File: src/rtl/fifo_read_arbiter_pkg.sv
// fifo_arb_pkg: shared types and constants for the FIFO read arbiter.
//   state_t  - arbiter FSM state encoding (IDLE, ISSUE, WAIT, PRESENT)
//   next_ch  - channel successor with explicit wrap to zero
//   DEF_*    - default word width and FIFO read latency
package fifo_arb_pkg;
   localparam int DEF_DATA_WIDTH   = 16;
   localparam int DEF_READ_LATENCY = 2;
   typedef enum logic [1:0] {IDLE, ISSUE, WAIT, PRESENT} state_t;
   // Compare-and-zero so non-power-of-two channel counts wrap correctly
   function automatic int next_ch(input int ch, input int n);
      return (ch == n - 1) ? 0 : ch + 1;
   endfunction
endpackage

File: src/rtl/fifo_read_arbiter_if.sv
// fifo_read_arbiter_if: FIFO-side and consumer-side signals of the read arbiter.
//   fifo_nonempty [N_CH]            per-channel nonempty flags
//   fifo_read     [N_CH]            per-channel read pulses (one-hot or zero)
//   fifo_data     [N_CH*DATA_WIDTH] flattened FIFO read data, channel k at [k*DATA_WIDTH +: DATA_WIDTH]
//   out_valid/out_ready             output handshake
//   out_data      [DATA_WIDTH]      captured word
//   out_channel   [CH_WIDTH]        source channel of out_data
//   modport master: arbiter side; modport slave: FIFOs plus consumer side
interface fifo_read_arbiter_if
   import fifo_arb_pkg::*;
#(
   parameter int N_CH       = 4,
   parameter int DATA_WIDTH = DEF_DATA_WIDTH
);
   localparam int CH_WIDTH = $clog2(N_CH);
   logic [N_CH-1:0]            fifo_nonempty;
   logic [N_CH-1:0]            fifo_read;
   logic [N_CH*DATA_WIDTH-1:0] fifo_data;
   logic                       out_valid;
   logic                       out_ready;
   logic [DATA_WIDTH-1:0]      out_data;
   logic [CH_WIDTH-1:0]        out_channel;
   modport master (
      input  fifo_nonempty, fifo_data, out_ready,
      output fifo_read, out_valid, out_data, out_channel
   );
   modport slave (
      output fifo_nonempty, fifo_data, out_ready,
      input  fifo_read, out_valid, out_data, out_channel
   );
endinterface

File: src/rtl/fifo_read_arbiter_rr_pick.sv
// rr_pick: combinational round-robin search.
//   req   [N] request vector
//   ptr   [W] channel searched first; search continues upward with wrap
//   found     any request set
//   idx   [W] first requesting channel at or after ptr
module rr_pick
   import fifo_arb_pkg::*;
#(
   parameter int N = 4,
   localparam int W = $clog2(N)
) (
   input  logic [N-1:0] req,
   input  logic [W-1:0] ptr,
   output logic         found,
   output logic [W-1:0] idx
);
   logic [W:0] c;
   // Walk offsets from farthest to nearest so the nearest hit overwrites
   always_comb begin
      found = |req;
      idx   = '0;
      c     = '0;
      for (int i = N - 1; i >= 0; i--) begin
         c = {1'b0, ptr} + (W+1)'(i);
         c = (c >= (W+1)'(N)) ? c - (W+1)'(N) : c;
         if (req[c[W-1:0]]) idx = c[W-1:0];
      end
   end
endmodule

File: src/rtl/fifo_read_arbiter.sv
// fifo_read_arbiter: round-robin read scheduler sharing one consumer between N_CH FIFOs.
//   clk    system clock, rising edge
//   reset  asynchronous active-low reset
//   bus    fifo_read_arbiter_if.master (nonempty/read/data per FIFO, valid/ready output)
// One read is outstanding at a time: IDLE picks, ISSUE pulses fifo_read,
// WAIT covers READ_LATENCY, PRESENT holds the word until accepted.
// Define FIFO_ARB_PRIORITY_EN to make channel 0 strict priority over the rotation.
module fifo_read_arbiter
   import fifo_arb_pkg::*;
#(
   parameter int N_CH         = 4,
   parameter int DATA_WIDTH   = DEF_DATA_WIDTH,
   parameter int READ_LATENCY = DEF_READ_LATENCY
) (
   input logic                 clk,
   input logic                 reset,
   fifo_read_arbiter_if.master bus
);
   localparam int CH_WIDTH = $clog2(N_CH);
   localparam int CW       = $clog2(READ_LATENCY + 1);
   state_t                state, state_nx;
   logic [CH_WIDTH-1:0]   rr_ptr, grant, pick, out_channel;
   logic [CW-1:0]         cnt;
   logic [N_CH-1:0]       fifo_read;
   logic [DATA_WIDTH-1:0] out_data;
   logic                  found, out_valid;
`ifdef FIFO_ARB_PRIORITY_EN
   logic                rr_found;
   logic [CH_WIDTH-1:0] rr_idx;
   // Channel 0 is masked out of the rotation and overrides it when set
   rr_pick #(.N(N_CH)) u_pick (
      .req   ({bus.fifo_nonempty[N_CH-1:1], 1'b0}),
      .ptr   (rr_ptr),
      .found (rr_found),
      .idx   (rr_idx)
   );
   assign found = bus.fifo_nonempty[0] | rr_found;
   assign pick  = bus.fifo_nonempty[0] ? '0 : rr_idx;
`else
   rr_pick #(.N(N_CH)) u_pick (
      .req   (bus.fifo_nonempty),
      .ptr   (rr_ptr),
      .found (found),
      .idx   (pick)
   );
`endif
   assign bus.fifo_read   = fifo_read;
   assign bus.out_valid   = out_valid;
   assign bus.out_data    = out_data;
   assign bus.out_channel = out_channel;
   always_ff @(posedge clk or negedge reset)
      if (!reset) state <= IDLE;
      else        state <= state_nx;
   // WAIT exits on the edge where the counter reaches zero, i.e. READ_LATENCY
   // cycles after the read-pulse edge, when the FIFO word is valid
   always_comb begin
      state_nx = state;
      case (state)
         IDLE:    state_nx = found ? ISSUE : IDLE;
         ISSUE:   state_nx = WAIT;
         WAIT:    state_nx = (cnt == CW'(1)) ? PRESENT : WAIT;
         PRESENT: state_nx = bus.out_ready ? IDLE : PRESENT;
         default: state_nx = IDLE;
      endcase
   end
   always_ff @(posedge clk or negedge reset)
      if (!reset) begin
         grant       <= '0;
         rr_ptr      <= '0;
         cnt         <= '0;
         fifo_read   <= '0;
         out_valid   <= 1'b0;
         out_data    <= '0;
         out_channel <= '0;
      end else begin
         fifo_read <= '0;
         if (state == IDLE && found) begin
            grant     <= pick;
            fifo_read <= N_CH'(1) << pick;
         end
         if (state == ISSUE) cnt <= CW'(READ_LATENCY);
         if (state == WAIT) begin
            cnt <= cnt - CW'(1);
            if (cnt == CW'(1)) begin
               out_valid   <= 1'b1;
               out_data    <= bus.fifo_data[grant*DATA_WIDTH +: DATA_WIDTH];
               out_channel <= grant;
            end
         end
         if (state == PRESENT && bus.out_ready) begin
            out_valid <= 1'b0;
`ifdef FIFO_ARB_PRIORITY_EN
            if (grant != '0) rr_ptr <= CH_WIDTH'(next_ch(int'(grant), N_CH));
`else
            rr_ptr <= CH_WIDTH'(next_ch(int'(grant), N_CH));
`endif
         end
      end
endmodule

File: src/flat_wrapper.sv
// flat-port wrapper written by rule: the top's interface ports become plain ports
module fifo_read_arbiter_flat import fifo_arb_pkg::*;
#(
   parameter int N_CH         = 4,
   parameter int DATA_WIDTH   = DEF_DATA_WIDTH,
   parameter int READ_LATENCY = DEF_READ_LATENCY
)
  (clk, reset, bus_fifo_nonempty, bus_fifo_data, bus_out_ready, bus_fifo_read, bus_out_valid, bus_out_data, bus_out_channel);
  fifo_read_arbiter_if #(.N_CH(N_CH), .DATA_WIDTH(DATA_WIDTH)) bus_i ();
  input logic clk;
  input logic reset;
  input wire logic [$bits(bus_i.fifo_nonempty)-1:0] bus_fifo_nonempty;
  input wire logic [$bits(bus_i.fifo_data)-1:0] bus_fifo_data;
  input wire logic [$bits(bus_i.out_ready)-1:0] bus_out_ready;
  output wire logic [$bits(bus_i.fifo_read)-1:0] bus_fifo_read;
  output wire logic [$bits(bus_i.out_valid)-1:0] bus_out_valid;
  output wire logic [$bits(bus_i.out_data)-1:0] bus_out_data;
  output wire logic [$bits(bus_i.out_channel)-1:0] bus_out_channel;
  assign bus_i.fifo_nonempty = bus_fifo_nonempty;
  assign bus_i.fifo_data = bus_fifo_data;
  assign bus_i.out_ready = bus_out_ready;
  assign bus_fifo_read = bus_i.fifo_read;
  assign bus_out_valid = bus_i.out_valid;
  assign bus_out_data = bus_i.out_data;
  assign bus_out_channel = bus_i.out_channel;
  fifo_read_arbiter #(.N_CH(N_CH), .DATA_WIDTH(DATA_WIDTH), .READ_LATENCY(READ_LATENCY)) u_core (.clk(clk), .reset(reset), .bus(bus_i));
endmodule
File: config.mk
export PLATFORM = sky130hd
export DESIGN_NAME = fifo_read_arbiter_flat
export DESIGN_NICKNAME = d
export VERILOG_FILES = /design/src/rtl/fifo_read_arbiter_pkg.sv /design/src/rtl/fifo_read_arbiter_if.sv /design/src/rtl/fifo_read_arbiter_rr_pick.sv /design/src/rtl/fifo_read_arbiter.sv /design/src/flat_wrapper.sv
export SDC_FILE = /design/constraint.sdc
export NUM_CORES = 1
export LEC_CHECK = 0
export ABC_AREA = 1
export CORE_MARGIN = 4
export CORE_UTILIZATION = 50
export DETAILED_ROUTE_END_ITERATION = 7
export DONT_BUFFER_PORTS = 1
export GPL_TIMING_DRIVEN = 0
export PLACE_DENSITY = 0.64
export SLEW_MARGIN = 15
export SYNTH_ARGS = -nofsm -noshare
export SYNTH_HDL_FRONTEND = slang
export SYNTH_HIERARCHICAL = 1
export SYNTH_SLANG_ARGS = --single-unit
export TNS_END_PERCENT = 30
File: constraint.sdc
create_clock -name clk -period 4 [get_ports clk]
set_clock_uncertainty 0.05 [all_clocks]
set_input_delay 0.4 -clock clk [delete_from_list [all_inputs] [get_ports clk]]
set_output_delay 0.4 -clock clk [all_outputs]
set_load 0.02 [all_outputs]
* Word-level counts from Yosys, hierarchy flattened
Cells that the tools add are included.
Operators by class: equal/unequal tests 5, shift-type cells 2, add/sub/neg operators 9, $lt $le $gt $ge 8, multiplexer cells 27, reduce and logical (&&, ||, !) cells 9
Operator list (number):
- $shiftx 64x7->16 | 1
- $mux 2 | 12
- $lt 2x3->1 const B | 4
- $sub 2x1->2 const B | 5
- $ge 3x3->1 const B | 3
- $mux 1 | 9
- $bmux 1 s2 | 4
- $pmux 2 s4 | 1
- $add 2x2->3 const B | 2
- $eq 2x1->1 const B | 3
- $reduce_bool 2->1 | 3
- $eq 2x2->1 const B | 2
- $mux 4 | 1
- $reduce_and 2->1 | 2
- $reduce_or 4->1 | 1
- $shl 1x2->4 const A | 1
- $add 2x1->3 const B | 1
- $ge 2x3->1 const B | 1
- $add 2x1->2 const B | 1
- $logic_and 1x1->1 | 2
- $logic_not 2->1 | 1
Storage, ports and cells: flip-flop bits (word level) 31, bits of input ports 71, output and inout port bits 23, logic and storage cells 68

* Depth between registers and ports, before layout
Gate-level depths: netlist of the first run.
depth after elaboration 11, mapped depth 12, mapped depth without buffers 12

* Cells and area by module
Netlist of the first run, hierarchy kept.
By module, submodules not included:
- fifo_read_arbiter | times used 1, area an instance 1909.3 µm², cells each 283, seq. area each 775.7 µm²
- rr_pick | times used 1, area an instance 188.9 µm², cells each 46, seq. area each 0.0 µm²

* Least setup slack after synthesis of the first run
Ideal clock, no wire load.
kind flip-flop to flip-flop, start point register u_core.state[0], end point register u_core.out_data[9], in the netlist u_core/bus.out_data[9], required time 3826 ps, buffers on the path 2, path slack 2658 ps, stages on the path, launching flop included 8, data arrival time 1168 ps, clock period less this slack 1342 ps, library setup time 124 ps, cells stage by stage dfrtp_1 -> inv_1 -> ha_1 -> nand2_2 -> buf_6 -> buf_2 -> nand2_1 -> nand3_1
On the way: longest elaborated chain between the ends 2
Ends and longest elaborated chain:
- start: declaration | line fifo_read_arbiter.sv:21 | state_t state, state_nx;
- start signal: assignment | line fifo_read_arbiter.sv:53 | else state <= state_nx;
- $eq 2x2->1 | line fifo_read_arbiter.sv:82 | if (state == WAIT) begin
- $reduce_and 2->1 (no line)
- end signal: assignment | line fifo_read_arbiter.sv:86 | out_data <= bus.fifo_data[grant*DATA_WIDTH +: DATA_WIDTH];
- end: declaration | line fifo_read_arbiter.sv:25 | logic [DATA_WIDTH-1:0] out_data;
No other way between the ends. A chain may end at the register's enable or synchronous reset.

* Worst setup path after layout of the first run
start point register u_core.rr_ptr[0], end point register u_core.grant[0]
On the way: longest elaborated chain between the ends 9, elaborated cells between the ends (all ways) 27, those cells by class add/sub: 7; order compare: 4; mux: 16
Ends and longest elaborated chain:
- start: declaration | line fifo_read_arbiter.sv:22 | logic [CH_WIDTH-1:0] rr_ptr, grant, pick, out_channel;
- start signal: assignment | line fifo_read_arbiter.sv:95 | rr_ptr <= CH_WIDTH'(next_ch(int'(grant), N_CH));
- $add 2x2->3 | line fifo_read_arbiter_rr_pick.sv:24 | c = {1'b0, ptr} + (W+1)'(i);
- $ge 3x3->1 / $sub 2x1->2 (equally long branches) | line fifo_read_arbiter_rr_pick.sv:25 | c = (c >= (W+1)'(N)) ? c - (W+1)'(N) : c;
- $mux 2 | line fifo_read_arbiter_rr_pick.sv:25
- $bmux 1 s2 | line fifo_read_arbiter_rr_pick.sv:26 | if (req[c[W-1:0]]) idx = c[W-1:0];
- $mux 1 (not written as such) | line fifo_read_arbiter_rr_pick.sv:26
- $mux 2 (3 in series) | line fifo_read_arbiter_rr_pick.sv:26
- $mux 2 * | line fifo_read_arbiter_rr_pick.sv:26
- via u_core.pick[0] | line fifo_read_arbiter.sv:22
- end signal: assignment | line fifo_read_arbiter.sv:78 | grant <= pick;
- end: declaration | line fifo_read_arbiter.sv:22
Mark *: on every way through the listed nets, which the timed path passes. The rest lies on a longest branch. The select of a mux whose other input is x is not followed.

==> flow_summary.toml, run 1 <==
[outcome]
status = "completed"

[floorplan]
rows = 23
ios = 94
fp.dieW_um = 72.8
core_area_um2 = 4030
dieArea_um2 = 5300
start_util_pct = 52.1
chipHeight_um = 72.8

[sta]
setup_violations = 0
hold_viol_final = 0
maxSlewViolCount = 0
slew_headroom_pct = 82.6
finalSetupTns_ns = 0
timing.hold.ws_ns = 0.290
rsz0062_at_grt = "no"
max_freq_ghz = 0.661
period_minus_slack_ns = 1.51
tightestPinTransition_ns = 0.260
fin_crit_sh_pct = 37.8

[clocking]
post_cts_buffers = 0
cts_made_buffers = 5
cts_resized = 0
insertion_delay_ns = 0.27
cts_root_buffer = "clkbuf_8"
clock_path_buffers = 2
cts_tree = "built"
ctsHoldBuffers = 2
clock-sinks = 31
clkTransAtPathRegs_ns = 0.06
htreeDepth = 2

[logic_synthesis]
synth_fp_nets = 407
synth-compound-area-share_pct = 3.46
synth_fa_ha_area_share_pct = 4.17
yosysUniqueCellTypes = 20
synthXorXnorAreaFrac_pct = 0
synth_top_area_share_pct = 37.0
ys_warn_count = 6
yosysSeqAreaShare_pct = 37.0
yosys.area_share.simple_pct = 41.5
syn-cell-area_um2 = 2100
yosysTopAreaCell = "dfrtp_1"
synthMuxAreaShare_pct = 0.537
synth_cells = 329
synth_seq_cells = 31
synth_top_family_by_area = "simple AND/OR/NAND/NOR gates"
syn_area_per_cell_um2 = 6.38
synth.area.top_cells = "dfrtp_1, nand2_1, inv_1"

[power]
pwr_density_cell_nw_per_um2 = 772
leakage_nw = 1.37
ir_worst_vdd_v = 0.000370

[finish]
fillerInstances = 425
layout.cells.non_filler = 387
final_common_cell = "nand2_1"
area_delta_synth_final_pct = 7.87
drive_gt1_share_pct = 7.42
fin_nets = 416
mostFrequentLayoutCells = "nand2_1, inv_1, nand3_1"
diodes = 0

[critical_path]
endpoint_kind = "flop"
critPathKind = "reg -> reg"
r2r_slack_ns = 2.49
crit_fanout = 8
setup.worst_path.start_class = "flop"
crit_required_ns = 4.10
critical_path_arrival_ns = 1.61
r2r_start = "u_core/rr_ptr[0]"
reg2reg_depth = 12
rr_endpoint = "u_core/grant[0]"

[worst_hold_path]
hp-start = "bus_fifo_data[3]"
hp-class = "in -> reg"
min_to = "u_core/bus.out_data[3]"
holdPathStages = 4

[route]
wl_met2_mm = 2.46
drc = 0
via_per_inst = 5.00
highest_layer = "met3"
wl_met1_mm = 2.18
drt_iter0_drc = 84
drt_wl_total_mm = 5.00
wl_per_cell_um = 12.9
antenna_left = 0
route.met3.wl_um = 352
vias = 1936
drt-pass1-iter-count = 4

[placement]
gp_congestion = 0.817
place_inst = 379
hpwlAfterDp_mm = 3.77
port_buffers = 0

[global_routing]
first_global_vias = 1833
overflow = 0
antenna_found_initial = 0
grt_pass1_wl_mm = 8.23
grt_usage_pct = 19.7
grt_start_max_net_pins = 32

[job]
drv_cap = 0
-- cell type report --
| type | count | area [um^2] | area share, % |
|---|---|---|---|
| Multi-Input combinational cell | 237 | 1040 | 46.0 |
| Sequential cell | 31 | 776 | 34.3 |
| Inverter | 50 | 190 | 8.40 |
| Buffer | 11 | 90.1 | 3.98 |
| Clock buffer | 6 | 72.6 | 3.21 |
| Tap cell | 50 | 62.6 | 2.76 |
| Timing Repair Buffer | 2 | 30.0 | 1.33 |
-- worst max-delay path: stages (launching register included) --
cell and delay, ns:
dfrtp_1 0.46, inv_2 0.15, nand2_1 0.06, nand2_1 0.10, nand2_2 0.06, nand2_1 0.07
nand2_1 0.07, nand2_1 0.06, nand2_1 0.04, nand2_1 0.05, inv_1 0.06, nand2_1 0.09
o21ai_0 0.08
-- metal layers --
metal / track usage (%) / vias up
li1: - / 1001
met1: 26.1 / 871
met2: 32.8 / 64
met3: 4.96 / 0
met4: 3.69 / 0
met5: 0 / -
-- worst max path at each step --
| stage | start | to | slack, ns | cells after the start |
|---|---|---|---|---|
| 3_5_place_dp | u_core/rr_ptr[0] | u_core/grant[0] | 2.47 | 12 |
| 5_1_grt | u_core/rr_ptr[0] | u_core/grant[0] | 2.30 | 12 |
| 4_1_cts | u_core/rr_ptr[0] | u_core/grant[0] | 2.47 | 12 |
| 3_3_place_gp | u_core/rr_ptr[0] | u_core/grant[1] | 2.49 | 10 |
| 6_report | u_core/rr_ptr[0] | u_core/grant[0] | 2.49 | 12 |
| 2_1_floorplan | u_core/state[0] | u_core/bus.out_data[9] | 2.66 | 7 |
-- registers in the layout, indices dropped and copies added (netlist names) --
signal / count
u_core/bus.out_data: 16
u_core/bus.fifo_read: 4
u_core/bus.out_channel: 2
u_core/cnt: 2
u_core/grant: 2
u_core/rr_ptr: 2
u_core/state: 2
u_core/bus.out_valid: 1
-- cells in the mapped netlist, drive strengths merged --
library cell / number
mux2: 1
nand2: 173
nand4: 1
inv: 50
nand3: 32
nor2: 8
o21ai: 9
o31ai: 1
dfrtp: 31
nor3: 1
ha: 7
buf: 11
a21oi: 4
-- cell families after synthesis --
kind of cell             after synthesis
buffers and inverters                 61
AND/OR/NAND/NOR                      215
flip-flops                            31
multiplexers                           1
AO/OA/AOI/OAI                         14
adder cells (fa/ha/maj)                7
-- stage by stage --
step           setup slack (ns)  total power [mW]  utilization, %  instance area [um^2]
3_5_place_dp               2.47              1.53            53.6                  2160
4_1_cts                    2.47              1.77            56.2                  2260
2_1_floorplan              2.66              1.34               -                  2100
3_3_place_gp               2.49              1.52            53.6                  2160
6_report                   2.49              1.75            56.2                  2260
5_1_grt                    2.30              1.93            56.2                  2260
-- where the power goes --
part           switching, mW  internal [mW]
registers              0.255          0.466
logic                  0.504          0.307
clock network          0.102          0.116
total                  0.860          0.888
No activity file was read; power rests on OpenSTA's default activity.
==> run 2: changes to the inputs <==
--- a/config.mk
+++ b/config.mk
@@ -11,7 +11,7 @@
 export DETAILED_ROUTE_END_ITERATION = 7
 export DONT_BUFFER_PORTS = 1
 export GPL_TIMING_DRIVEN = 0
-export PLACE_DENSITY = 0.64
+export PLACE_DENSITY = 0.67
 export SLEW_MARGIN = 15
 export SYNTH_ARGS = -nofsm -noshare
 export SYNTH_HDL_FRONTEND = slang
==> constraint.sdc (replaced) <==
create_clock -name clk -period 1.3 [get_ports clk]
set_clock_uncertainty 0.05 [all_clocks]
set_input_delay 0.13 -clock clk [delete_from_list [all_inputs] [get_ports clk]]
set_output_delay 0.13 -clock clk [all_outputs]
set_load 0.02 [all_outputs]
==> flow_summary.toml, run 2 (synthesized netlist as in run 1, its figures left out) <==
[worst_hold_path]
holdPathStages = 4
hp-class = "in -> reg"

[clocking]
clock-sinks = 31
insertion_delay_ns = 0.28
htreeDepth = 2
cts_root_buffer = "clkbuf_8"
cts_made_buffers = 5
clock_path_buffers = 2
cts_tree = "built"
clkTransAtPathRegs_ns = 0.07

[critical_path]
reg2reg_depth = 10
max_stage_delay_ns = 0.47
critPathKind = "reg -> reg"
critPathSlowestCell = "dfrtp_2"
endpoint_kind = "flop"
crit_required_ns = 1.41
crit_path_cell_trace = "inv_4 > nand2_1 > nand2_1 > nand2_1 > nand2_2 > nand3_1 > nand3_1 > nand2_2 > nand2_1 > o21ai_0"
cp_common_cell = "nand2_1"
critical_path_arrival_ns = 1.52
setup.worst_path.start_class = "flop"
crit_fanout = 8

[route]
drt-pass1-iter-count = 4
wl_per_cell_um = 13.4
via_per_inst = 5.06
drt_wl_total_mm = 5.32
vias = 2002
drt_iter0_drc = 91
drc = 0
antenna_left = 0

[global_routing]
overflow = 0
antenna_found_initial = 0
grt_usage_pct = 20.7
first_global_vias = 1892
grt_start_max_net_pins = 32
grt_pass1_wl_mm = 8.63

[finish]
mostFrequentLayoutCells = "nand2_1, inv_1, nand3_1"
fin_nets = 423
final_common_cell = "nand2_1"
area_delta_synth_final_pct = 18.0
regMostFlops = "u_core/bus.out_data"
reg.largest.list = "u_core/bus.out_data (16), u_core/bus.fifo_read (4)"
diodes = 0
drive_gt1_share_pct = 17.1
largest_register_ffs = 16

[floorplan]
core_area_um2 = 4030
start_util_pct = 52.1
fp.dieW_um = 72.8
ios = 94
chipHeight_um = 72.8
rows = 23
dieArea_um2 = 5300

[sta]
tightestPinTransition_ns = 0.259
hold_viol_final = 0
maxSlewViolCount = 0
slew_headroom_pct = 82.8
fin_crit_sh_pct = 109
timing.hold.ws_ns = 0.0139
max_freq_ghz = 0.707
setup_slack_ns = -0.115
period_minus_slack_ns = 1.41
setup_violations = 6
rsz0062_at_grt = "yes"

[outcome]
violations = "setup timing"
status = "finished, violations left"

[placement]
dp_slack_ns = -0.216
port_buffers = 0
gp_congestion = 0.818
hpwlAfterDp_mm = 3.87

[power]
leakage_nw = 1.43
ir_worst_vdd_v = 0.000918
pwr_density_cell_nw_per_um2 = 2410

[job]
drv_cap = 0
-- run 2: critical path: cells and delay by family, from the launching register on --
family | cells | cell delay [ns]
and+or+nand+nor | 8 | 0.58
DFF | 1 | 0.47
AOI/OAI and AO/OA | 1 | 0.08
buffers and inverters | 1 | 0.13
-- run 2: area by class of cell --
type	count	area [um^2]
timing repair buffer	8	90.1
fill	396	1550
tap	50	62.6
inverter	50	193
sequential	31	779
buffer	11	110
multi-input combinational	238	1140
clock buffer	8	100
-- run 2: power breakdown --
| group | switching, mW | internal [mW] | total (mW) |
|---|---|---|---|
| Clock | 0.342 | 0.483 | 0.825 |
| Combinational | 1.71 | 1.17 | 2.88 |
| Sequential | 0.826 | 1.44 | 2.27 |
| Total | 2.88 | 3.09 | 5.97 |
-- run 2: worst paths after layout --
path,startpoint,end,slack [ns]
min reg2reg,u_core/cnt[0],u_core/cnt[0],0.48
min in group asynchronous,reset,u_core/bus.out_data[14],0.24
max,u_core/rr_ptr[0],u_core/grant[1],-0.11
min,bus_fifo_data[6],u_core/bus.out_data[6],0.01
max in group asynchronous,reset,u_core/state[1],0.78
max reg2reg,u_core/rr_ptr[0],u_core/grant[1],-0.11
-- run 2: routing by layer --
| layer | share of wire, % | global-route usage [%] |
|---|---|---|
| met5 | 0 | 0 |
| met4 | 1.0 | 6.97 |
| met3 | 7.5 | 5.23 |
| met2 | 51 | 35.3 |
| met1 | 41 | 25.5 |
-- run 2: per-stage QoR --
| step | std cells | cell area, um^2 | setup TNS, ns | utilization [%] | power [mW] |
|---|---|---|---|---|---|
| after floorplan | 329 | 2100 | -0.0617 | - | 4.14 |
| after global placement | 379 | 2160 | -2.84 | 53.6 | 4.64 |
| after detailed placement | 379 | 2160 | -3.36 | 53.6 | 4.71 |
| after CTS | 395 | 2420 | -0.558 | 60.1 | 5.83 |
| after global routing | 396 | 2480 | -1.53 | 61.5 | 6.53 |
| final | 396 | 2480 | -0.582 | 61.5 | 5.97 |
-- run 2: what timing repair did --
item,CTS,global route
setup endpoints to repair,25,27
setup buffers,4,1
pin swaps,5,6
cloned,1,0
hold buffers,3,0
gates resized for setup,23,14
endpoints found under the hold margin,32,0
